===== config.mk =====
export PLATFORM = sky130hd
export DESIGN_NAME = systolic_matmul_nxn
export DESIGN_NICKNAME = d
export VERILOG_FILES = /design/src/rtl/matmul_pkg.sv /design/src/rtl/systolic_pe.sv /design/src/rtl/systolic_matmul_nxn.sv
export SDC_FILE = /design/constraint.sdc
export NUM_CORES = 1
export LEC_CHECK = 0
export BUFFER_PORTS_ARGS = -buffer_cell sky130_fd_sc_hd__buf_2
export CORE_MARGIN = 3
export CORE_UTILIZATION = 60
export CTS_CLUSTER_SIZE = 30
export DETAILED_ROUTE_END_ITERATION = 10
export GPL_TIMING_DRIVEN = 0
export PLACE_DENSITY = 0.77
export SLEW_MARGIN = 0
export SYNTH_ARGS = -nofsm -noshare
export SYNTH_HDL_FRONTEND = slang
export SYNTH_SLANG_ARGS = --single-unit
export TNS_END_PERCENT = 1

===== constraint.sdc =====
create_clock -name clk -period 21.1 [get_ports clk]
set_clock_uncertainty 0.15 [all_clocks]
set_input_delay 6.33 -clock clk [delete_from_list [all_inputs] [get_ports clk]]
set_output_delay 6.33 -clock clk [all_outputs]
set_load 0.03 [all_outputs]

===== src/rtl/matmul_pkg.sv =====
// Shared types and helpers for the N x N output-stationary systolic matrix multiplier.
package matmul_pkg;

    typedef enum logic [1:0] {
        IDLE = 2'd0,
        FEED = 2'd1,
        DONE = 2'd2
    } state_t;

    localparam int N_DEFAULT = 3;
    localparam int STEPS     = 3*N_DEFAULT - 2;

    function automatic int clog2(input int v);
        int r;
        r = 0;
        while ((1 << r) < v) r++;
        return r;
    endfunction

    // Number of FEED cycles for an n x n grid: skew in, n terms, skew out.
    function automatic int steps(input int n);
        return 3*n - 2;
    endfunction

    // Bit offset of element (r,c) in a row-major flattened n x n matrix of w-bit elements.
    function automatic int elem_off(input int r, input int c, input int n, input int w);
        return (r*n + c)*w;
    endfunction

endpackage


===== src/rtl/systolic_pe.sv =====
// One processing element: multiply-accumulate, forwards a right and b down via one register each.
// Signed arithmetic selected by MATMUL_SIGNED_EN.
module systolic_pe
    import matmul_pkg::*;
#(
    parameter int DW = 5,
    parameter int AW = 12
) (
    input  logic          clk,
    input  logic          rst_n,
    input  logic          clr,
    input  logic          en,
    input  logic [DW-1:0] a_in,
    input  logic [DW-1:0] b_in,
    output logic [DW-1:0] a_out,
    output logic [DW-1:0] b_out,
    output logic [AW-1:0] acc
);

    logic [DW-1:0] a_p1;
    logic [DW-1:0] b_p1;
    logic [AW-1:0] acc_p1;

    // Full-width product extended to the accumulator width.
    function automatic logic [AW-1:0] ext_prod(input logic [DW-1:0] a, input logic [DW-1:0] b);
`ifdef MATMUL_SIGNED_EN
        logic signed [2*DW-1:0] sa;
        logic signed [2*DW-1:0] sb;
        logic signed [2*DW-1:0] p;
        sa = {{DW{a[DW-1]}}, a};
        sb = {{DW{b[DW-1]}}, b};
        p  = sa * sb;
        return {{(AW-2*DW){p[2*DW-1]}}, p};
`else
        logic [2*DW-1:0] ua;
        logic [2*DW-1:0] ub;
        logic [2*DW-1:0] p;
        ua = {{DW{1'b0}}, a};
        ub = {{DW{1'b0}}, b};
        p  = ua * ub;
        return {{(AW-2*DW){1'b0}}, p};
`endif
    endfunction

    // stage p1: operand forwarding and accumulation
    always_ff @(posedge clk or negedge rst_n) begin
        if (!rst_n) begin
            a_p1   <= '0;
            b_p1   <= '0;
            acc_p1 <= '0;
        end else if (clr) begin
            a_p1   <= '0;
            b_p1   <= '0;
            acc_p1 <= '0;
        end else if (en) begin
            a_p1   <= a_in;
            b_p1   <= b_in;
            acc_p1 <= acc_p1 + ext_prod(a_in, b_in);
        end
    end

    assign a_out = a_p1;
    assign b_out = b_p1;
    assign acc   = acc_p1;

endmodule


===== src/rtl/systolic_matmul_nxn.sv =====
// N x N integer matrix multiplier C = A x B on an output-stationary systolic grid with start/busy/done.
// Define MATMUL_SIGNED_EN for two's-complement operands and results.
module systolic_matmul_nxn
    import matmul_pkg::*;
#(
    parameter int N  = 3,
    parameter int DW = 5,
    parameter int AW = 2*DW + clog2(N)
) (
    input  logic              clk,
    input  logic              rst_n,
    input  logic              start,
    input  logic [N*N*DW-1:0] a_flat,
    input  logic [N*N*DW-1:0] b_flat,
    output logic              busy,
    output logic              done,
    output logic [N*N*AW-1:0] c_flat
);

    localparam int NSTEP = steps(N);
    localparam int KW    = clog2(NSTEP);

    state_t            state_q;
    state_t            state_d;
    logic [KW-1:0]     k_q;
    logic [N*N*DW-1:0] a_q;
    logic [N*N*DW-1:0] b_q;
    logic [N*N*AW-1:0] c_q;
    logic [N*N*AW-1:0] acc_all;
    logic              clr;
    logic              en;
    logic              last;

    logic [DW-1:0] a_edge [N];
    logic [DW-1:0] b_edge [N];
    logic [DW-1:0] a_h    [N][N+1];
    logic [DW-1:0] b_v    [N+1][N];
    logic          unused_links;

    always_comb begin
        state_d = state_q;
        clr     = 1'b0;
        en      = 1'b0;
        last    = (k_q == KW'(NSTEP-1));
        unique case (state_q)
            IDLE: begin
                if (start) begin
                    clr     = 1'b1;
                    state_d = FEED;
                end
            end
            FEED: begin
                en = 1'b1;
                if (last) state_d = DONE;
            end
            DONE:    state_d = IDLE;
            default: state_d = IDLE;
        endcase
    end

    always_ff @(posedge clk or negedge rst_n) begin
        if (!rst_n) begin
            state_q <= IDLE;
            k_q     <= '0;
            a_q     <= '0;
            b_q     <= '0;
            c_q     <= '0;
        end else begin
            state_q <= state_d;
            if (clr) begin
                a_q <= a_flat;
                b_q <= b_flat;
                k_q <= '0;
            end else if (en && !last) begin
                k_q <= k_q + KW'(1);
            end
            if (state_q == DONE) c_q <= acc_all;
        end
    end

    // Edge skew: row i starts i cycles late, column j starts j cycles late.
    always_comb begin
        int idx;
        for (int i = 0; i < N; i++) begin
            a_edge[i] = '0;
            b_edge[i] = '0;
            idx = int'(k_q) - i;
            if (idx >= 0 && idx < N) begin
                a_edge[i] = a_q[elem_off(i, idx, N, DW) +: DW];
                b_edge[i] = b_q[elem_off(idx, i, N, DW) +: DW];
            end
        end
    end

    for (genvar gi = 0; gi < N; gi++) begin : g_row
        assign a_h[gi][0] = a_edge[gi];
        assign b_v[0][gi] = b_edge[gi];
        for (genvar gj = 0; gj < N; gj++) begin : g_col
            systolic_pe #(
                .DW(DW),
                .AW(AW)
            ) u_pe (
                .clk   (clk),
                .rst_n (rst_n),
                .clr   (clr),
                .en    (en),
                .a_in  (a_h[gi][gj]),
                .b_in  (b_v[gi][gj]),
                .a_out (a_h[gi][gj+1]),
                .b_out (b_v[gi+1][gj]),
                .acc   (acc_all[elem_off(gi, gj, N, AW) +: AW])
            );
        end
    end

    // Operands leaving the right and bottom edges have no consumer.
    always_comb begin
        unused_links = 1'b0;
        for (int i = 0; i < N; i++) begin
            unused_links = unused_links ^ (^a_h[i][N]) ^ (^b_v[N][i]);
        end
    end

    assign busy   = (state_q != IDLE);
    assign done   = (state_q == DONE);
    assign c_flat = done ? acc_all : c_q;

endmodule


==> metrics.txt <==
status completed; global-route wire length before repair 150 mm; P&R area growth vs syn 10.8%; final weighted congestion of routability-driven global placement 1.03; data required time of the worst path 21,430 ps; max-capacitance violation count 0; largest net degree at the start of global routing 124; category of the critical setup timing path flop to flop; number of input and output port buffers inserted between 200 and 250; number of H-tree branching levels 2; drt initial violations 2,270; post-cts sizing count 0; crit start category flop; CP startpoint k_q[1]; critical register-to-register path startpoint k_q[1]; DR WL/cell 24.3 um; RSZ-0062 raised after global routing false; clk sinks 371; Total Die Area ~0.055 mm^2; largest incremental delay on the critical path 650 ps; Post-Syn Instances 3,049; die width 233 um; yosys synthesis warning count 0; Worst-Margin Slew 1260 ps; initial antenna violation count 0; global-route usage over all layers 36.1%; clock-pin slew reported for the worst setup and hold paths after clock tree synthesis 60 ps; clock root buffer master sky130_fd_sc_hd__clkbuf_16; Post-synth EDFFs 0; worst-skew pair later-pin latency 600 ps; number of global-route vias before repair 25,900; Core Region about 0.051 mm^2; number of nets still failing antenna checks after routing 0; peak fanout along the critical path 14; data arrival time of the worst path 11,860 ps; # Post-CTS Setup Buffers 0; number of I/O pins 203; clock tree from TritonCTS done; Mapped Nets 3,529; Critical Path Slowest Stage Cell sky130_fd_sc_hd__fa_1; top_reg_cell synth sky130_fd_sc_hd__dfrtp_1; wire length after detailed routing 97.3 mm; leftover overflow at the end of global routing 0; hold buffer count at CTS 0; Post-synth ARST share 100%; Cell variety after synth 95; HPWL after DPL 74.5 mm; Final Critical Period around 12,000 ps; vias per cell 6.30; fraction of layout cells with a size suffix above 1 18.0%; die outline height approximately 230 um; 1st-pass router iterations 6; Setup TNS 0 ps; cell area after synthesis 0.0310 mm^2; worst min path class flop to flop; worst-case headroom to the max-slew limit 16.1%; number of hold-slack violations in the final timing report 0; CTS Buf Count 42; hold path startpoint g_row[0].g_col[2].u_pe.acc[11]; Vias roughly 25,000; final setup fails 0; largest buffer count on any clock path 3; flip-flop and latch count after synthesis 371; Post-Synthesis Mean Instance Area 10.2 um^2; sequential fraction of the synthesis area 29.9%; post-detailed-route DRC marker count 0; final worst-path cycle share 54.7%; number of pins with negative max-slew slack in the final report 0; maximum clock rate 86.7 MHz; standard-cell row count 82; Total Nets Final 3,778; category of the worst setup path capture point flop; Starting Density 61.3%
-- cell type report --
| class | count | area, um^2 |
|---|---|---|
| Buffer | 153 | 898 |
| Sequential cell | 371 | 9280 |
| Inverter | 254 | 958 |
| Multi-Input combinational cell | 2271 | 19900 |
| Tap cell | 672 | 841 |
| Timing Repair Buffer | 205 | 1100 |
| Clock buffer | 57 | 1200 |
| Antenna cell | 1 | 2.50 |
| Fill cell | 3884 | 16300 |
| Clock inverter | 16 | 198 |
-- path summary, 6_finish.rpt --
kind	to	slack, ps	cells after the start
worst min-delay path	g_row[0].g_col[2].u_pe.acc[11]	330	1
max in group asynchronous	a_q[21]	13900	3
min in group asynchronous	c_q[101]	5460	1
worst max register to register	g_row[0].g_col[1].u_pe.acc[11]	9570	38
worst max-delay path	g_row[0].g_col[1].u_pe.acc[11]	9570	38
worst min register to register	g_row[0].g_col[2].u_pe.acc[11]	330	1
-- logic make-up (layout without fill, tap and decap cells) --
family,count (synthesis),after routing,share of synthesized area [%]
and+or+nand+nor,974,974,14.3
AOI/OAI and AO/OA,447,447,10.1
buffers and inverters,407,685,5.98
adders and majority gates,387,387,19.4
muxes,382,382,17.9
DFF,371,371,29.9
xor gates and xnor gates,81,81,2.46
other,0,1,0
-- cell usage after synthesis, types with 6 or more instances --
master	instances	area, um^2
sky130_fd_sc_hd__nand2_1	531	1990
sky130_fd_sc_hd__dfrtp_1	371	9280
sky130_fd_sc_hd__inv_1	247	927
sky130_fd_sc_hd__ha_1	230	2880
sky130_fd_sc_hd__fa_1	157	3140
sky130_fd_sc_hd__mux2_2	137	1540
sky130_fd_sc_hd__o21ai_0	127	636
sky130_fd_sc_hd__mux2i_1	126	1260
sky130_fd_sc_hd__nor2_1	111	417
sky130_fd_sc_hd__and2_1	110	688
sky130_fd_sc_hd__mux4_2	97	2180
sky130_fd_sc_hd__clkbuf_1	85	319
sky130_fd_sc_hd__a22o_1	58	508
sky130_fd_sc_hd__nand3_1	56	280
sky130_fd_sc_hd__a21oi_1	53	265
sky130_fd_sc_hd__nor2b_1	41	257
sky130_fd_sc_hd__xnor2_1	41	359
sky130_fd_sc_hd__xor2_1	36	315
sky130_fd_sc_hd__nor3_1	29	145
sky130_fd_sc_hd__nand2b_1	27	169
sky130_fd_sc_hd__o22ai_1	22	138
sky130_fd_sc_hd__mux4_1	21	552
sky130_fd_sc_hd__and3_1	20	125
sky130_fd_sc_hd__a211oi_1	18	135
sky130_fd_sc_hd__a21o_1	18	135
sky130_fd_sc_hd__buf_4	16	120
sky130_fd_sc_hd__o31ai_1	16	120
sky130_fd_sc_hd__buf_2	15	75.1
sky130_fd_sc_hd__buf_6	13	146
sky130_fd_sc_hd__or3_1	13	81.3
sky130_fd_sc_hd__buf_1	12	45.0
sky130_fd_sc_hd__a32o_1	10	100
sky130_fd_sc_hd__o21ai_1	10	50.1
sky130_fd_sc_hd__a31oi_1	9	56.3
sky130_fd_sc_hd__o211ai_1	9	67.6
sky130_fd_sc_hd__o41ai_1	9	78.8
sky130_fd_sc_hd__or2_2	9	56.3
sky130_fd_sc_hd__a211o_1	8	70.1
sky130_fd_sc_hd__a22oi_1	6	45.0
sky130_fd_sc_hd__buf_12	6	120
sky130_fd_sc_hd__nor3b_1	6	45.0
sky130_fd_sc_hd__o21a_1	6	45.0
-- per-stage QoR --
stage | hold slack, ps | instances | worst slack [ps] | area (um^2) | util [%]
3_3_place_gp | 310 | 3923 | 6640 | 32900 | 64.9
2_1_floorplan | 293 | 3049 | 11800 | 31000 | -
4_1_cts | 330 | 3999 | 9650 | 34400 | 67.8
3_5_place_dp | 321 | 3926 | 9750 | 33000 | 65.1
6_report | 330 | 4000 | 9570 | 34400 | 67.9
5_1_grt | 353 | 3999 | 9120 | 34400 | 67.8
-- registers in the layout (all words and copies together), names as in the netlist --
register / flops
c_q: 108
g_row.g_col.u_pe.acc: 108
a_q: 45
b_q: 45
g_row.g_col.u_pe.a_out: 30
g_row.g_col.u_pe.b_out: 30
k_q: 3
state_q: 2
-- cells in the final DEF (no fill, tap or decap), types with 42 or more instances in the layout --
master and n:
sky130_fd_sc_hd__mux2_2 137, sky130_fd_sc_hd__clkbuf_16 42, sky130_fd_sc_hd__a21oi_1 53, sky130_fd_sc_hd__fa_1 157
sky130_fd_sc_hd__nor2_1 111, sky130_fd_sc_hd__mux2i_1 126, sky130_fd_sc_hd__nand2_1 531, sky130_fd_sc_hd__a22o_1 58
sky130_fd_sc_hd__dfrtp_1 371, sky130_fd_sc_hd__nand3_1 56, sky130_fd_sc_hd__inv_1 247, sky130_fd_sc_hd__o21ai_0 127
sky130_fd_sc_hd__buf_2 216, sky130_fd_sc_hd__ha_1 230, sky130_fd_sc_hd__mux4_2 97, sky130_fd_sc_hd__clkbuf_1 91
sky130_fd_sc_hd__and2_1 110
-- critical path: cells and delay by family, from the launching register on --
family | cells | cell delay [ps]
AOI/OAI and AO/OA | 7 | 1630
and+or+nand+nor | 8 | 2180
muxes | 1 | 170
buffers and inverters | 13 | 3080
adders and majority gates | 8 | 3520
DFF | 1 | 510
xor gates and xnor gates | 1 | 110
-- metal layers --
layer | global-route usage, % | part of all wire (%) | vias to the layer above
met4 | 18.0 | 5.8 | 0
met1 | 46.3 | 39 | 12600
met3 | 7.61 | 8.3 | 285
met2 | 58.5 | 47 | 1213
li1 | - | - | 11100
met5 | 0 | 0 | -
Power is not shown: default switching activity piles up to over one toggle a cycle in this logic, so the estimate is an artifact.
